===== src/rtl/cca_nav_hyst.sv =====
// cca_nav_hyst: clear-channel assessment with per-channel energy-detect hysteresis,
// a post-decode hold window, and an optional NAV timer.
//
// Optional feature: define CCA_NAV_EN to build the NAV counter. Without it the NAV
// inputs are ignored and nav_remaining is tied to zero.
//
// Ports:
//   clk, rstn                     clock and asynchronous active-low reset
//   rssi_half_db                  packed signed RSSI per channel, channel 0 in the LSBs
//   rssi_half_db_th, hyst_half_db busy threshold (signed) and clear hysteresis (unsigned)
//   rx_ht_aggr, rx_ht_aggr_last   aggregate framing qualifiers for fcs_in_strobe
//   demod_is_ongoing              receiver is demodulating
//   tx_rf_is_ongoing, cts_toself_rf_is_ongoing, ack_cts_is_ongoing  local TX activity
//   fcs_in_strobe                 frame check sequence received
//   wait_after_decode_top         hold length in units of COUNT_SCALE cycles
//   us_tick, nav_load, nav_clear, nav_value  NAV control
//   ch_idle                       registered channel-idle indication
//   ed_busy                       per-channel energy-detect busy
//   nav_remaining                 NAV counter in microseconds
//   idle_run_count                consecutive cycles of ch_idle, saturating
//   cca_state                     0 idle, 1 busy, 2 hold
module cca_nav_hyst #(
   parameter int unsigned RSSI_HALF_DB_WIDTH = 11,
   parameter int unsigned NUM_CH             = 2,
   parameter int unsigned COUNT_SCALE        = 5,
   parameter int unsigned NAV_WIDTH          = 16
) (
   input  logic                                 clk,
   input  logic                                 rstn,
   input  logic [NUM_CH*RSSI_HALF_DB_WIDTH-1:0] rssi_half_db,
   input  logic [RSSI_HALF_DB_WIDTH-1:0]        rssi_half_db_th,
   input  logic [RSSI_HALF_DB_WIDTH-1:0]        hyst_half_db,
   input  logic                                 rx_ht_aggr,
   input  logic                                 rx_ht_aggr_last,
   input  logic                                 demod_is_ongoing,
   input  logic                                 tx_rf_is_ongoing,
   input  logic                                 cts_toself_rf_is_ongoing,
   input  logic                                 ack_cts_is_ongoing,
   input  logic                                 fcs_in_strobe,
   input  logic                                 us_tick,
   input  logic                                 nav_load,
   input  logic                                 nav_clear,
   input  logic [7:0]                           wait_after_decode_top,
   input  logic [NAV_WIDTH-1:0]                 nav_value,
   output logic                                 ch_idle,
   output logic [NUM_CH-1:0]                    ed_busy,
   output logic [NAV_WIDTH-1:0]                 nav_remaining,
   output logic [15:0]                          idle_run_count,
   output logic [1:0]                           cca_state
);

   localparam int unsigned W      = RSSI_HALF_DB_WIDTH;
   // Two guard bits so th - hyst cannot wrap even for the most negative threshold
   // combined with the largest hysteresis.
   localparam int unsigned CW     = W + 2;
   localparam int unsigned HOLD_W = 12;
   localparam int unsigned PROD_W = 40;

   typedef enum logic [1:0] {
      StIdle = 2'd0,
      StBusy = 2'd1,
      StHold = 2'd2
   } state_e;

   state_e              state_q, state_d;
   logic [HOLD_W-1:0]   hold_cnt_q, hold_cnt_d;
   logic [HOLD_W-1:0]   hold_top_q, hold_top_d;
   logic [NUM_CH-1:0]   ed_busy_q, ed_busy_d;
   logic                ch_idle_q, ch_idle_d;
   logic [15:0]         run_q, run_d;
   logic                phy_busy, eof, nav_busy;

   // Energy detect with hysteresis
   logic signed [CW-1:0] th_ext, clr_lvl;
   logic signed [CW-1:0] rssi_ext [NUM_CH];

   assign th_ext  = {{2{rssi_half_db_th[W-1]}}, rssi_half_db_th};
   assign clr_lvl = th_ext - $signed({2'b00, hyst_half_db});

   for (genvar g = 0; g < NUM_CH; g++) begin : g_ch
      assign rssi_ext[g] = {{2{rssi_half_db[g*W+W-1]}}, rssi_half_db[g*W +: W]};
   end

   always_comb begin
      ed_busy_d = ed_busy_q;
      for (int i = 0; i < NUM_CH; i++) begin
         if (rssi_ext[i] > th_ext) begin
            ed_busy_d[i] = 1'b1;
         end else if (rssi_ext[i] <= clr_lvl) begin
            ed_busy_d[i] = 1'b0;
         end
      end
   end

   assign phy_busy = (|ed_busy_q) | demod_is_ongoing;
   assign eof      = fcs_in_strobe & (~rx_ht_aggr | rx_ht_aggr_last);

   // Hold length, saturated into the hold counter width
   logic [PROD_W-1:0] hold_prod;
   assign hold_prod  = PROD_W'(wait_after_decode_top) * PROD_W'(COUNT_SCALE);
   assign hold_top_d = (hold_prod > PROD_W'({HOLD_W{1'b1}})) ? {HOLD_W{1'b1}}
                                                             : hold_prod[HOLD_W-1:0];

   // State machine; an end-of-frame always (re)starts the hold window
   always_comb begin
      state_d    = state_q;
      hold_cnt_d = hold_cnt_q;
      if (eof && (hold_top_q != '0)) begin
         state_d    = StHold;
         hold_cnt_d = '0;
      end else begin
         case (state_q)
            StIdle: if (phy_busy) state_d = StBusy;
            StBusy: if (!phy_busy) state_d = StIdle;
            StHold: begin
               // hold_cnt counts cycles already spent in HOLD, leave after hold_top of them
               if ((32'(hold_cnt_q) + 32'd1) >= 32'(hold_top_q)) begin
                  state_d    = phy_busy ? StBusy : StIdle;
                  hold_cnt_d = '0;
               end else begin
                  hold_cnt_d = hold_cnt_q + 1'b1;
               end
            end
            default: state_d = StIdle;
         endcase
      end
   end

   // NAV timer
`ifdef CCA_NAV_EN
   logic [NAV_WIDTH-1:0] nav_q, nav_d;

   always_comb begin
      nav_d = nav_q;
      if (nav_clear) begin
         nav_d = '0;
      end else if (nav_load) begin
         nav_d = (nav_value > nav_q) ? nav_value : nav_q;
      end else if (us_tick && (nav_q != '0)) begin
         nav_d = nav_q - 1'b1;
      end
   end

   always_ff @(posedge clk or negedge rstn) begin
      if (!rstn) begin
         nav_q <= '0;
      end else begin
         nav_q <= nav_d;
      end
   end

   assign nav_remaining = nav_q;
   assign nav_busy      = (nav_q != '0);
`else
   logic nav_unused;
   assign nav_unused    = ^{us_tick, nav_load, nav_clear, nav_value};
   assign nav_remaining = '0;
   assign nav_busy      = 1'b0;
`endif

   // Channel idle uses the current state, so it trails state changes by one cycle
   always_comb begin
      ch_idle_d = ((state_q == StIdle) || (state_q == StHold)) && !nav_busy &&
                  !tx_rf_is_ongoing && !cts_toself_rf_is_ongoing && !ack_cts_is_ongoing;
      if (!ch_idle_q) begin
         run_d = '0;
      end else if (run_q == 16'hFFFF) begin
         run_d = run_q;
      end else begin
         run_d = run_q + 16'd1;
      end
   end

   always_ff @(posedge clk or negedge rstn) begin
      if (!rstn) begin
         state_q    <= StIdle;
         hold_cnt_q <= '0;
         hold_top_q <= '0;
         ed_busy_q  <= '0;
         ch_idle_q  <= 1'b0;
         run_q      <= '0;
      end else begin
         state_q    <= state_d;
         hold_cnt_q <= hold_cnt_d;
         hold_top_q <= hold_top_d;
         ed_busy_q  <= ed_busy_d;
         ch_idle_q  <= ch_idle_d;
         run_q      <= run_d;
      end
   end

   assign ed_busy        = ed_busy_q;
   assign ch_idle        = ch_idle_q;
   assign idle_run_count = run_q;
   assign cca_state      = state_q;

endmodule


===== config.mk =====
export PLATFORM = sky130hd
export DESIGN_NAME = cca_nav_hyst
export DESIGN_NICKNAME = d
export VERILOG_FILES = /design/src/rtl/cca_nav_hyst.sv
export SDC_FILE = /design/constraint.sdc
export NUM_CORES = 1
export LEC_CHECK = 0
export CAP_MARGIN = 20
export CORE_MARGIN = 10
export CORE_UTILIZATION = 45
export DETAILED_ROUTE_END_ITERATION = 8
export GPL_TIMING_DRIVEN = 1
export PLACE_DENSITY = 0.75
export SLEW_MARGIN = 30
export SYNTH_ARGS = -nofsm -noshare
export SYNTH_HDL_FRONTEND = slang
export SYNTH_SLANG_ARGS = --single-unit

===== constraint.sdc =====
create_clock -name clk -period 3.7 [get_ports clk]
set_clock_uncertainty 0.2 [all_clocks]
set_input_delay 0.74 -clock clk [delete_from_list [all_inputs] [get_ports clk]]
set_output_delay 0.74 -clock clk [all_outputs]
set_load 0.03 [all_outputs]

==> results of run 1 <==
## stage by stage
step / utilization (%) / power [mW] / hold WS, ns
2_1_floorplan: - / 1.07 / 0.244
3_3_place_gp: 57.9 / 1.32 / 0.280
3_5_place_dp: 57.9 / 1.34 / 0.270
4_1_cts: 60.3 / 1.77 / 0.234
5_1_grt: 61.6 / 1.92 / 0.245
6_report: 61.6 / 1.80 / 0.221
## state kept, by name, summed over array words and instances, names as in the netlist
signal,cells
idle_run_count,16
hold_top_q,11
cca_state,2
ed_busy,2
hold_cnt_q,12
ch_idle,1
## layer usage
metal / part of all wire [%] / wire, um / vias up / GRT usage [%]
met2: 48 / 5470 / 77 / 27.0
met1: 47 / 5290 / 1798 / 20.1
met4: 0.90 / 102 / 0 / 3.55
met5: 0 / 0 / - / 0
li1: - / - / 1941 / -
met3: 3.9 / 441 / 7 / 2.78
## final timing paths
path | startpoint | end | slack (ns) | cells after the start
max | rssi_half_db_th[0] | ed_busy[1] | 0.06 | 18
min | rstn | idle_run_count[9] | 0.22 | 1
max reg2reg | hold_cnt_q[0] | hold_cnt_q[2] | 0.32 | 10
min reg2reg | cca_state[1] | cca_state[0] | 0.30 | 1
max in group asynchronous | rstn | cca_state[1] | 2.71 | 1
min in group clk | cca_state[1] | cca_state[0] | 0.30 | 1
## cell families (layout without fill, tap and decap cells)
| kind of cell | Yosys count | after routing | synth area share (%) |
|---|---|---|---|
| compound gates | 118 | 118 | 19.1 |
| xor+xnor | 31 | 31 | 6.35 |
| fa+ha+maj | 83 | 83 | 24.5 |
| buf+inv | 66 | 167 | 7.20 |
| flops | 44 | 44 | 25.8 |
| mux | 5 | 5 | 1.23 |
| other cells | 1 | 16 | 0.0877 |
| simple gates | 131 | 131 | 15.7 |
## cells in the final DEF, fill, tap and decap left out, types with 6 or more instances in the layout
master and instances:
a21o_1 18, a21oi_1 21, a32o_1 7, and3_1 6, buf_4 33, clkbuf_8 7
clkdlybuf4s50_1 70, conb_1 16, dfrtp_1 44, ha_1 74, inv_1 41, nand2_1 15
nand2b_1 7, nand3_1 19, nand4_1 9, nor2_1 33, nor2b_1 6, nor3_1 11
nor4_1 6, o21a_1 6, o21ai_0 14, o21bai_1 6, xnor2_1 11, xor2_1 17
## power by group
| part | switching (mW) | total [mW] | leakage (nW) | internal (mW) |
|---|---|---|---|---|
| clock | 0.164 | 0.402 | 0.0645 | 0.238 |
| combinational | 0.435 | 0.821 | 2.14 | 0.385 |
| sequential | 0.0469 | 0.573 | 0.575 | 0.526 |
## what timing repair did
action	4_1_cts	5_1_grt
endpoints found under the setup margin	2	7
pin swaps	19	17
resized for setup	27	23
setup buffers	5	3
## area by class of cell
type	count	area, um2
fill	794	3550
multi-input combinational	384	3080
sequential	44	1100
timing repair buffer	113	1050
inverter	46	173
tap	129	161
clock buffer	7	96.3
clock inverter	1	30.0
==> results.txt, run 1 <==
Leakage dissipation: 2.78 nW
Core ar.: 9240 um2
Via-to-Cell Ratio: 5.28
Initial antenna violation count: 0
Buf+Inv Stages, Crit Path: 2
Placed Cells: 709
Crit path largest cell delay: 0.36 ns
Design area: 5690 um2
Worst-Margin Slew: 0.647 ns
Final setup fails: 0
Worst hold-check path type: primary input to asynchronous set/reset pin
First-pass GRT wire length: 18800 um
ANT cells: 0
CTS Root Cell: clkbuf_8
Final WS setup: 0.0551 ns
Share of the synthesized area in the top cell type: 25.8%
Routed len/inst: 15.6 um
Site row count: 35
H-tree Lvls: 2
P&R area growth vs syn: 33.2%
Placed cell area: 5350 um2
Ports: 117
Largest net degree at the start of global routing: 45
Synth Register Bits: 44
Ys flop type: dfrtp_1
Pre-Repair DR Iteration Count: 4
Final HPWL DP: 9300 um
Worst-Skew Late Latency: 0.30 ns
Die width: 117 um
Pre-CTS setup slack: -0.725 ns
Max Slew Vio Count: 0
Die H: 117 um
Largest area contributor in the netlist: dfrtp_1
Crit path max fanout: 2
Yosys cell types: 55
Mapped Cells: 479
Clk slew on worst S/H paths: 0.08 ns
CTS tree: done
Final WL: 11300 um
DR iter-0 viols: 185
Top cells by area, synth: dfrtp_1 (26%), ha_1 (23%), inv_1 (4.0%)
Syn avg cell area: 8.93 um2
Deepest clock path buffer count: 2
Worst vdd ir: 0.177 mV
CTS buffer count: 5
Dominant cell by count in the synthesized netlist: ha_1
Layout cells sized above 1: 13.3%
Slew HR: 56.5%
Initial Utilization: 46.3%
Unrepaired setup endpoints after global routing: yes
Worst EP required: 3.67 ns
Final worst path period share: 98.5%
Arr. time, crit path: 3.62 ns
Sink Count: 44
YS warnings: 0
Nets: 755
Nature of the critical path endpoint: register
TNS Setup: 0 ns
Final Hold Violating Endpoints: 0
Vias in the first global route: 3956
Non-filler cells in the finished layout: 724
Asr flop ratio synth: 100%
Overall Global Routing Usage: 15.8%
Synth cell count leaders: ha_1 (79), inv_1 (45), dfrtp_1 (44), nor2_1 (35), a21oi_1 (25)
DRT antenna net count: 0
Tmin final: 3.64 ns
Netlist Area Pre-Place: 4280 um2
PortBufs: 81
Cell family with most CP delay: adder cells
Drt drc: 0
Status: finished clean
Gr ovfl total: 0
Worst setup path class: primary input to register
Via count: 3823
CP Cell Sequence: clkdlybuf4s15_2, inv_2, ha_4, fa_2, nor2b_4, o31a_1, o21a_1, nor2_2, o21bai_1, a21oi_2, xor2_2, ha_1, nand4_1, nor2_1, a21oi_1, maj3_1, o21ai_1, a31oi_1
Die ar.: 13800 um2
Power per cell area: 315 nW/um2
Hold Buf Count CTS: 0
Post-synth EDFFs: 0
Startpoint class of the critical path: primary input
CP max stage cell: fa_2
F_max: 274 MHz
Sequential area share after synthesis: 25.8%
Max Cap Viol: 0
GP Congestion: 0.844
(Power assumes the default switching activity.)
==> inputs of run 2 (changes only) <==
SLEW_MARGIN = 10   (was 30)
==> run 2 against run 1 <==
Against the previous run:
- worst setup slack about the same
- first-iteration DRC count unchanged
- die area unchanged
- sequential share of layout area about the same
- sequential power about the same
- wire length about the same
- combinational power about the same
- fmax about the same
- worst hold slack better by 0.080 ns
- critical path depth unchanged
- critical path type unchanged
- largest power group unchanged
==> results.txt, run 2 (synthesis results as in run 1) <==
Vias in the first global route: 3956 (unchanged)
Sink Count: 44 (unchanged)
Clk slew on worst S/H paths: 0.08 ns (about the same)
Layout cells sized above 1: 13.3% (unchanged)
Worst-Margin Slew: 0.950 ns (was 0.647 ns)
PortBufs: 81 (unchanged)
Final HPWL DP: 9300 um (about the same)
DRT antenna net count: 0 (unchanged)
GP Congestion: 0.844 (unchanged)
CTS buffer count: 5 (unchanged)
Die ar.: 13800 um2 (unchanged)
Via count: 3825 (was 3823)
Unrepaired setup endpoints after global routing: yes (unchanged)
Largest register FFs: 16 (unchanged)
CTS tree: done (unchanged)
Final setup fails: 0 (unchanged)
Crit path largest cell delay: 0.36 ns (about the same)
Worst hold-check path type: register to register (was primary input to asynchronous set/reset pin)
Power per cell area: 315 nW/um2 (about the same)
Gr ovfl total: 0 (unchanged)
CP Cell Sequence: clkdlybuf4s15_2, inv_2, ha_4, fa_2, nor2b_4, o31a_1, o21a_1, nor2_2, o21bai_1, a21oi_2, xor2_2, ha_1, nand4_1, nor2_1, a21oi_1, maj3_1, o21ai_1, a31oi_1 (unchanged)
Leakage dissipation: 2.78 nW (about the same)
Drt drc: 0 (unchanged)
Nets: 755 (unchanged)
Deepest clock path buffer count: 2 (unchanged)
Core ar.: 9240 um2 (unchanged)
Commonest non-fill, non-tap cell in the layout: ha_1 (unchanged)
CTS Root Cell: clkbuf_8 (unchanged)
Via-to-Cell Ratio: 5.28 (about the same)
Routed len/inst: 15.6 um (about the same)
Placed Cells: 709 (unchanged)
Startpoint class of the critical path: primary input (unchanged)
Worst EP required: 3.67 ns (about the same)
First-pass GRT wire length: 18800 um (unchanged)
Pre-Repair DR Iteration Count: 4 (unchanged)
DR iter-0 viols: 185 (unchanged)
Largest net degree at the start of global routing: 45 (unchanged)
Buf+Inv Stages, Crit Path: 2 (unchanged)
Worst setup path class: primary input to register (unchanged)
Status: finished clean (unchanged)
Hold Buf Count CTS: 0 (unchanged)
Max Slew Vio Count: 0 (unchanged)
Final Power: 1.80 mW (about the same)
Initial Utilization: 46.3% (unchanged)
Final WL: 11300 um (about the same)
Cell family with most CP delay: adder cells (unchanged)
Tmin final: 3.64 ns (about the same)
TNS Setup: 0 ns (unchanged)
Final worst path period share: 98.5% (about the same)
Final Hold Violating Endpoints: 0 (unchanged)
Die H: 117 um (unchanged)
F_max: 274 MHz (about the same)
Worst vdd ir: 0.177 mV (about the same)
H-tree Lvls: 2 (unchanged)
Max Cap Viol: 0 (unchanged)
Arr. time, crit path: 3.62 ns (about the same)
Non-filler cells in the finished layout: 724 (unchanged)
Initial antenna violation count: 0 (unchanged)
Ports: 117 (unchanged)
Die width: 117 um (unchanged)
Worst hold slack: 0.301 ns (was 0.221 ns)
Slew HR: 36.7% (was 56.5%)
Overall Global Routing Usage: 15.8% (unchanged)
Most frequent cells in the layout: ha_1 (74), clkdlybuf4s50_1 (70), dfrtp_1 (44), inv_1 (41), nor2_1 (33) (was ha_1 (74), clkdlybuf4s50_1 (70), dfrtp_1 (44), inv_1 (41))
Worst-Skew Late Latency: 0.30 ns (about the same)
Crit path max fanout: 2 (unchanged)
Site row count: 35 (unchanged)
CP max stage cell: fa_2 (unchanged)
Nature of the critical path endpoint: register (unchanged)
P&R area growth vs syn: 33.1% (was 33.2%)
ANT cells: 0 (unchanged)
[run 2: cell types whose count changed in the layout (fill, tap and decap cells not counted)]
cell | before | now
buf_4 | 33 | 32
buf_2 | 0 | 1
[run 2: through the flow]
step	utilization (%)	setup WS, ns	instance area (um2)
3_5_place_dp	57.9	-0.725	5350
6_report	61.6	0.0553	5690
3_3_place_gp	57.9	-0.642	5350
5_1_grt	61.6	-0.0700	5690
4_1_cts	60.3	0.0168	5570
2_1_floorplan	-	0.116	4330
[run 2: worst register-to-register path, stage by stage, from the launching register on]
cell and delay, ns:
dfrtp_1 0.46, ha_1 0.27, nand3_2 0.18, nor4_2 0.31, xor2_1 0.26, ha_1 0.29
a2111oi_1 0.44, nand3_1 0.20, a211o_1 0.39, nor3b_1 0.23, a21o_1 0.10
[run 2: layer usage]
layer / wire (um) / up-vias / track usage (%) / share of wire, %
met2: 5470 / 77 / 27.0 / 48
met1: 5290 / 1800 / 20.1 / 47
met5: 0 / - / 0 / 0
met4: 102 / 0 / 3.55 / 0.90
met3: 441 / 7 / 2.78 / 3.9
li1: - / 1941 / - / -
[run 2: repair_timing]
action                                  in CTS  in global routing
pin swaps                                   19                 17
endpoints found under the setup margin       2                  7
resized for setup                           27                 23
gates cloned                                 0                  0
buffers inserted                             5                  3
[run 2: worst paths after layout]
path,from,end,slack [ns],cells past startpoint
setup / recovery,rssi_half_db_th[0],ed_busy[1],0.06,18
hold / removal,cca_state[1],cca_state[0],0.30,1
setup reg to reg,hold_cnt_q[0],hold_cnt_q[2],0.32,10
hold reg to reg,cca_state[1],cca_state[0],0.30,1
max in group asynchronous,rstn,cca_state[1],2.33,1
min in group asynchronous,rstn,idle_run_count[8],0.38,1
[run 2: power by group]
part | total, mW | internal, mW | switching, mW
logic | 0.821 | 0.385 | 0.435
clock network | 0.402 | 0.238 | 0.164
registers | 0.573 | 0.526 | 0.0469
total | 1.80 | 1.15 | 0.646
[run 2: area by class of cell]
cell class	count	area (um2)
repair buffers	113	1050
clock inverters	1	30.0
well taps	129	161
flip-flops and latches	44	1100
multi-input cells	384	3080
fillers	795	3550
inverters	46	173
clock buffers	7	96.3
